`config.mk`:
```
export PLATFORM = sky130hd
export DESIGN_NAME = uart_tx
export DESIGN_NICKNAME = d
export VERILOG_FILES = /design/src/rtl/uart_tx_pkg.sv /design/src/rtl/uart_tx.sv
export SDC_FILE = /design/constraint.sdc
export NUM_CORES = 1
export LEC_CHECK = 0
export CAP_MARGIN = 0
export CORE_MARGIN = 10
export CORE_UTILIZATION = 42
export DETAILED_ROUTE_END_ITERATION = 8
export PLACE_DENSITY = 0.68
export SYNTH_ARGS = -nofsm -noshare
export SYNTH_HDL_FRONTEND = slang
export SYNTH_SLANG_ARGS = --single-unit
```
`constraint.sdc`:
```
create_clock -name clk -period 1.6 [get_ports clk]
set_clock_uncertainty 0.15 [all_clocks]
set_input_delay 0.24 -clock clk [delete_from_list [all_inputs] [get_ports clk]]
set_output_delay 0.24 -clock clk [all_outputs]
set_load 0.01 [all_outputs]
```
`src/rtl/uart_tx_pkg.sv`:
```
// ---------------------------------------------------------------------------
// uart_tx_pkg
// Shared UART definitions used by the transmitter, the receiver and the APB
// wrapper, so every block agrees on state and parity-mode encodings.
//   tx_state_t    : transmitter FSM states
//   EVEN / ODD    : parity-mode constants
//   MAX_DATA_BITS : widest supported data word
//   parity_bit()  : parity of a word (zero-extended to MAX_DATA_BITS)
// ---------------------------------------------------------------------------
package uart_tx_pkg;

  typedef enum logic [2:0] {
    IDLE   = 3'd0,
    SYNC   = 3'd1,
    START  = 3'd2,
    DATA   = 3'd3,
    PARITY = 3'd4,
    STOP   = 3'd5
  } tx_state_t;

  localparam logic EVEN = 1'b0;
  localparam logic ODD  = 1'b1;

  localparam int unsigned MAX_DATA_BITS = 8;

  // Zero-extension of narrower words does not change the XOR, so one
  // fixed-width helper serves every DATA_BITS setting.
  function automatic logic parity_bit(input logic [MAX_DATA_BITS-1:0] word,
                                      input logic                     mode);
    return (^word) ^ (mode == ODD);
  endfunction

endpackage

```
`src/rtl/uart_tx.sv`:
```
// ---------------------------------------------------------------------------
// uart_tx
// UART transmitter. A request in IDLE latches the word, then the frame
// (start, DATA_BITS data LSB first, optional parity, STOP_BITS stops) is
// clocked out one bit per BCLK tick.
//   clk      : system clock, rising edge
//   rst      : synchronous reset, active low
//   BCLK     : one-clk baud tick from the parent's baud generator
//   tx_data  : word to send, captured when a request is accepted
//   tx_start : send request, only honoured in IDLE
//   tx_busy  : high from acceptance until the last stop bit ends
//   tx_done  : one-clk pulse when the frame completes
//   TX       : registered serial line, idles high
// ---------------------------------------------------------------------------
module uart_tx
  import uart_tx_pkg::*;
#(
  parameter int unsigned DATA_BITS  = 8,
  parameter int unsigned PARITY_EN  = 0,
  parameter int unsigned PARITY_ODD = 0,
  parameter int unsigned STOP_BITS  = 1
) (
  input  logic                 clk,
  input  logic                 rst,
  input  logic                 BCLK,
  input  logic [DATA_BITS-1:0] tx_data,
  input  logic                 tx_start,
  output logic                 tx_busy,
  output logic                 tx_done,
  output logic                 TX
);

  localparam logic [2:0] LAST_BIT   = 3'(DATA_BITS - 1);
  localparam logic       LAST_STOP  = 1'(STOP_BITS - 1);
  localparam logic       HAS_PARITY = (PARITY_EN != 0);
  localparam logic       PAR_MODE   = (PARITY_ODD != 0) ? ODD : EVEN;

  tx_state_t              state,   state_n;
  logic [DATA_BITS-1:0]   shreg,   shreg_n;
  logic [2:0]             bitcnt,  bitcnt_n;
  logic                   stopcnt, stopcnt_n;
  logic                   par,     par_n;
  logic                   tx_n;
  logic                   busy_n;
  logic                   done_n;
  logic [MAX_DATA_BITS-1:0] word_ext;

  always_comb begin
    word_ext                  = '0;
    word_ext[DATA_BITS-1:0]   = tx_data;
  end

  always_ff @(posedge clk) begin
    if (!rst) begin
      state   <= IDLE;
      shreg   <= '0;
      bitcnt  <= '0;
      stopcnt <= 1'b0;
      par     <= 1'b0;
      TX      <= 1'b1;
      tx_busy <= 1'b0;
      tx_done <= 1'b0;
    end else begin
      state   <= state_n;
      shreg   <= shreg_n;
      bitcnt  <= bitcnt_n;
      stopcnt <= stopcnt_n;
      par     <= par_n;
      TX      <= tx_n;
      tx_busy <= busy_n;
      tx_done <= done_n;
    end
  end

  // TX holds the bit for the state being entered, so each state's name
  // describes what is currently on the line. Parity is computed once at
  // acceptance because the shift register is consumed as bits go out.
  always_comb begin
    state_n   = state;
    shreg_n   = shreg;
    bitcnt_n  = bitcnt;
    stopcnt_n = stopcnt;
    par_n     = par;
    tx_n      = TX;
    busy_n    = tx_busy;
    done_n    = 1'b0;

    unique case (state)
      IDLE: begin
        tx_n = 1'b1;
        // BCLK is deliberately ignored here; SYNC waits for a fresh tick.
        if (tx_start) begin
          state_n = SYNC;
          shreg_n = tx_data;
          par_n   = parity_bit(word_ext, PAR_MODE);
          busy_n  = 1'b1;
        end
      end

      SYNC: begin
        if (BCLK) begin
          state_n = START;
          tx_n    = 1'b0;
        end
      end

      START: begin
        if (BCLK) begin
          state_n  = DATA;
          tx_n     = shreg[0];
          shreg_n  = shreg >> 1;
          bitcnt_n = '0;
        end
      end

      DATA: begin
        if (BCLK) begin
          if (bitcnt == LAST_BIT) begin
            if (HAS_PARITY) begin
              state_n = PARITY;
              tx_n    = par;
            end else begin
              state_n   = STOP;
              tx_n      = 1'b1;
              stopcnt_n = 1'b0;
            end
          end else begin
            tx_n     = shreg[0];
            shreg_n  = shreg >> 1;
            bitcnt_n = bitcnt + 3'd1;
          end
        end
      end

      PARITY: begin
        if (BCLK) begin
          state_n   = STOP;
          tx_n      = 1'b1;
          stopcnt_n = 1'b0;
        end
      end

      STOP: begin
        if (BCLK) begin
          if (stopcnt == LAST_STOP) begin
            state_n = IDLE;
            tx_n    = 1'b1;
            busy_n  = 1'b0;
            done_n  = 1'b1;
          end else begin
            stopcnt_n = stopcnt + 1'b1;
          end
        end
      end

      default: begin
        state_n = IDLE;
        tx_n    = 1'b1;
        busy_n  = 1'b0;
      end
    endcase
  end

endmodule

```
==> results.toml <==
[synth]
ys_ff_latch = 17
syn_avg_cell_area_um2 = 8.73
yosysSeqAreaShare_pct = 37.8
syn_area_um2 = 900
synth_cells = 103
syn_nets = 117
synth_cell_types = 30
yosys_warnings = 0

[run_status]
outcome = "complete, no violations"

[critical_path]
worstSetupStartpointType = "register"
crit_fanout = 7
critPathKind = "reg -> reg"
arrival_ps = 1610
worst_setup_path_end_kind = "register"
crit_required_ps = 1630

[sta]
fin_crit_sh_pct = 98.5
rsz0062_at_grt = "yes"
slew_headroom_pct = 84.6
period_minus_slack_ps = 1580
tightest_slew_ps = 228
hold_violations = 0
slew_viol_final = 0
finalSetupViolCount = 0
layout_setup_ws_ps = 23.5
fmax_mhz = 634

[run]
cap_viol_max_count = 0

[placement]
dp_slack_ps = -212
hpwl_mm = 1.42
routabilityCongestion = 0.755
place_area_mm2 = 0.00112
io_buffers = 14

[floorplan]
die_height_um = 66.3
core_mm2 = 0.00200
dieArea_mm2 = 0.00439
rows = 16
io_pins = 15
initial_core_util_pct = 44.9
dieWidth_um = 66.3

[pwr]
powerDensity_mw_per_mm2 = 767
p_leak_nw = 0.451
ir_drop_mv = 0.400

[detailed_routing]
drc = 0
met1Wirelength_um = 891
wl_met3_um = 98
dr.pass1.iters = 4
wl_met2_um = 968
drtIter0Drc = 34
top_layer = "met4"
vias_per_cell = 5.32
ant_nets = 0
wl_mm = 1.99
drt-wirelength-per-cell_um = 13.1
vias = 809

[clock_tree]
cts_max_level = 1
cts_buffers = 3
path_clk_slew_ps = 110
root_buffer = "clkbuf_4"
cts_hold_buf = 0
cts_buffer_depth = 2
clk_latency_ps = 290
cts_tree = "built"
clkSinkCount = 17

[cells_and_area]
area_delta_synth_final_pct = 30.5
layout-drive-gt1-share_pct = 18.4
fin_nets = 140
design_area_mm2 = 0.00117
n_antenna_cell = 0

[grt]
grt_overflow = 0
grt.total_usage_pct = 9.10
grt_pass1_wl_mm = 3.19
grt_antenna_before_repair = 0
grt_pass1_vias = 740
grt_start_max_net_pins = 21

[hold_path]
worstHoldPathType = "reg -> reg"
==> routing by layer <==
metal | track usage [%] | up-vias
met5 | 0 | -
met4 | 5.50 | 0
met3 | 2.54 | 6
met2 | 14.6 | 20
met1 | 10.4 | 372
li1 | - | 411
==> repair_timing <==
action,4_1_cts,5_1_grt
buffers inserted,0,0
pin swaps,0,2
gates resized for setup,2,8
endpoints found under the setup margin,8,13
hold endpoints to repair,0,0
==> cell type report <==
cell class,instances,area (um2)
timing repair buffer,27,243
clock buffer,4,26.3
fill,193,828
inverter,2,7.51
tap,27,33.8
sequential,17,343
multi-input combinational,75,520
==> synthesized netlist by cell type <==
library cell	instances	share of area [%]
dfxtp_1	17	38
nand2_1	12	5.0
mux2i_1	8	8.9
o211ai_1	8	6.7
nand2b_1	7	4.9
a21oi_1	6	3.3
o21ai_0	5	2.8
buf_2	3	1.7
clkbuf_1	3	1.3
nand4_1	3	2.1
nor3_1	3	1.7
and3b_1	2	1.9
buf_6	2	2.5
ha_1	2	2.8
inv_1	2	0.83
nand3b_1	2	1.7
nor2_1	2	0.83
nor3b_1	2	1.7
o21bai_1	2	1.7
or2_2	2	1.4
a32o_1	1	1.1
and2_1	1	0.70
and4_1	1	0.97
buf_4	1	0.83
nand2_2	1	0.70
nand3_1	1	0.56
nand4b_1	1	0.97
nor2b_1	1	0.70
nor4b_1	1	0.97
o32a_1	1	1.1
==> power by group <==
group / switching [mW] / internal [mW] / total, mW
clock network: 0.140 / 0.0969 / 0.237
logic: 0.0863 / 0.108 / 0.194
registers: 0.0151 / 0.454 / 0.469
==> sequential cells by signal (all words and copies together) (netlist names) <==
signal   cells
shreg        8
bitcnt       3
state        3
TX           1
tx_busy      1
tx_done      1
==> path summary, 6_finish.rpt <==
check | startpoint | to | slack [ps] | cells past startpoint
setup reg to reg | bitcnt[0] | shreg[5] | 20 | 5
hold / removal | shreg[4] | shreg[4] | 320 | 2
setup / recovery | bitcnt[0] | shreg[5] | 20 | 5
hold reg to reg | shreg[4] | shreg[4] | 320 | 2
==> cell usage in the layout, fill, tap and decap left out, types with 3 or more instances in the layout <==
master	netlist	layout
nor3_1	3	3
a21oi_1	6	6
mux2i_1	8	8
buf_4	1	12
o211ai_1	8	8
dfxtp_1	17	15
nand2_1	12	12
clkbuf_4	0	3
o21ai_0	5	3
nand2b_1	7	7
clkdlybuf4s50_1	0	12
nand4_1	3	3
==> per-stage QoR <==
stage / cells / hold slack (ps) / util (%) / TNS (ps) / total power [mW]
after global placement: 148 / 291 / 55.8 / -1270 / 0.670
after CTS: 152 / 319 / 57.3 / 0 / 0.914
after detailed placement: 148 / 304 / 55.8 / -1580 / 0.674
after floorplan: 103 / 283 / - / 0 / 0.605
after global routing: 152 / 335 / 58.6 / -45.3 / 0.950
final: 152 / 316 / 58.6 / 0 / 0.900
==> worst max-delay path, stage by stage (launching register included) <==
cell	delay, ps
dfxtp_2	360
ha_4	160
ha_4	160
o32a_1	360
buf_6	160
mux2i_1	120
==> cells by family (layout without fill, tap and decap cells) <==
kind of cell | after synthesis | count (layout) | synth area share [%]
muxes | 8 | 8 | 8.90
AOI/OAI and AO/OA | 23 | 23 | 16.7
buffers and inverters | 11 | 33 | 7.09
and+or+nand+nor | 42 | 42 | 26.7
adders and majority gates | 2 | 2 | 2.78
DFF | 17 | 17 | 37.8
Note: power is estimated with default switching activity, not from simulation.
==> RTL change: new RTL, config.mk and constraints unchanged <==
`shreg` no longer has a reset.
--- a/src/rtl/uart_tx.sv
+++ b/src/rtl/uart_tx.sv
@@ -53,7 +53,6 @@
   always_ff @(posedge clk) begin
     if (!rst) begin
       state   <= IDLE;
-      shreg   <= '0;
       bitcnt  <= '0;
       stopcnt <= 1'b0;
       par     <= 1'b0;
@@ -62,7 +61,6 @@
       tx_done <= 1'b0;
     end else begin
       state   <= state_n;
-      shreg   <= shreg_n;
       bitcnt  <= bitcnt_n;
       stopcnt <= stopcnt_n;
       par     <= par_n;
@@ -70,6 +68,10 @@
       tx_busy <= busy_n;
       tx_done <= done_n;
     end
+  end
+
+  always_ff @(posedge clk) begin
+    shreg <= shreg_n;
   end
 
   // TX holds the bit for the state being entered, so each state's name
Behaviour: no difference found for any inputs over 10 cycles, from zero or initial values and one cycle with rst low; that may be too few to reach the edited logic, so the function may still have changed.
==> RTL change against the original RTL <==
Sequential cell count unchanged; setup slack improved by 0.0032 ns; non-clock buffer count down 1; cell area grew 2.5%; maximum frequency is 0.20% higher; routed wire length down 7.1%; first-iteration DRC count is 26% higher; final cell count fell by 16%; global-route usage down 0.61 points; area after synthesis increased by 1.1%; combinational power down 9%; total power is 2.6% higher; highest routed layer unchanged.
==> RTL change: results (changes against the original RTL) <==
Detailed routing
  • Met1 WL: 784 um (was 891 um)
  • DR pass1 iterations: 2 (was 4)
  • Via Count: 641 (was 809)

Placement
  • Final HPWL DP: 1390 um (was 1420 um)
  • Gpl congestion: 0.742 (was 0.755)
  • Place WS: -0.117 ns (was -0.212 ns)
  • Cells after DPL: 121 (was 148)
  • Placed Area: 1110 um2 (was 1120 um2)

Status
  • Status: complete, no violations (unchanged)

Global route
  • GRT met1 Usage: 9.54% (was 10.4%)
  • First-pass GRT wire length: 2880 um (was 3190 um)
  • Gr usage total: 8.49% (was 9.10%)
  • Number of global-route vias before repair: 650 (was 740)
  • Met2 GRT Util: 14.4% (was 14.6%)
  • Met3 usage: 2.01% (was 2.54%)

Synthesis
  • Post-synth EDFFs: 8 (was 0)
  • Net Count, Synth: 90 (was 117)
  • Synth unique cells: 29 (was 30)
  • Area contributors post-synth: edfxtp_1 26%, dfxtp_1 20%, mux2_4 12% (was dfxtp_1 38%, mux2i_1 8.9%, o211ai_1 6.7%)
  • Mean Syn Cell Area: 12.0 um2 (was 8.73 um2)
  • Post-synth top area cell: edfxtp_1 (was dfxtp_1)

Setup path
  • Worst-path maximum fanout: 8 (was 7)
  • Crit path to: shreg[5]$_DFFE_PP_ (was shreg[5]$_SDFFE_PN0P_)

Final layout
  • Layout clock area frac: 2.29% (was 2.24%)
  • Fill cells: 175 (was 193)
  • Non-Clock Buffer Count: 26 (was 27)
  • Comb_multi_in: 52 (was 75)
  • Fraction of layout cells with a size suffix above 1: 34.0% (was 18.4%)
  • Sequential share of cell area: 35.2% (was 29.2%)

STA
  • Relative slew margins: 75.0% (was 84.6%)
  • Final min period: 1.57 ns (was 1.58 ns)

Hold path
  • Min-delay src: state[2]$_SDFFE_PN0P_ (was shreg[4]$_SDFFE_PN0P_)

Power
  • Switching Share: 25.1% (was 26.8%)
RTL change: cell count changes after synthesis, sizes merged, moves of 4 or more:
| cell | unedited run | this run |
|---|---|---|
| dfxtp | 17 | 9 |
| edfxtp | 0 | 8 |
| mux2 | 0 | 7 |
| o211ai | 8 | 1 |
| nand2 | 13 | 7 |
| a21oi | 6 | 2 |
| mux2i | 8 | 4 |
RTL change: power groups by stage:
stage               Combinational, mW  Clock, mW  Sequential, mW
floorplan                       0.118          0           0.519
global route                    0.191      0.263           0.522
global placement                0.167          0           0.523
finish                          0.177      0.228           0.518
detailed placement              0.171          0           0.525
CTS                             0.173      0.240           0.516
RTL change: cells by family after synthesis:
logic type | after synthesis | share of synthesized area [%]
AO/OA/AOI/OAI | 12 | 9.35
multiplexers | 11 | 16.0
adder cells (fa/ha/maj) | 2 | 2.75
AND/OR/NAND/NOR | 27 | 18.6
flip-flops | 17 | 46.2
buffers and inverters | 7 | 7.15
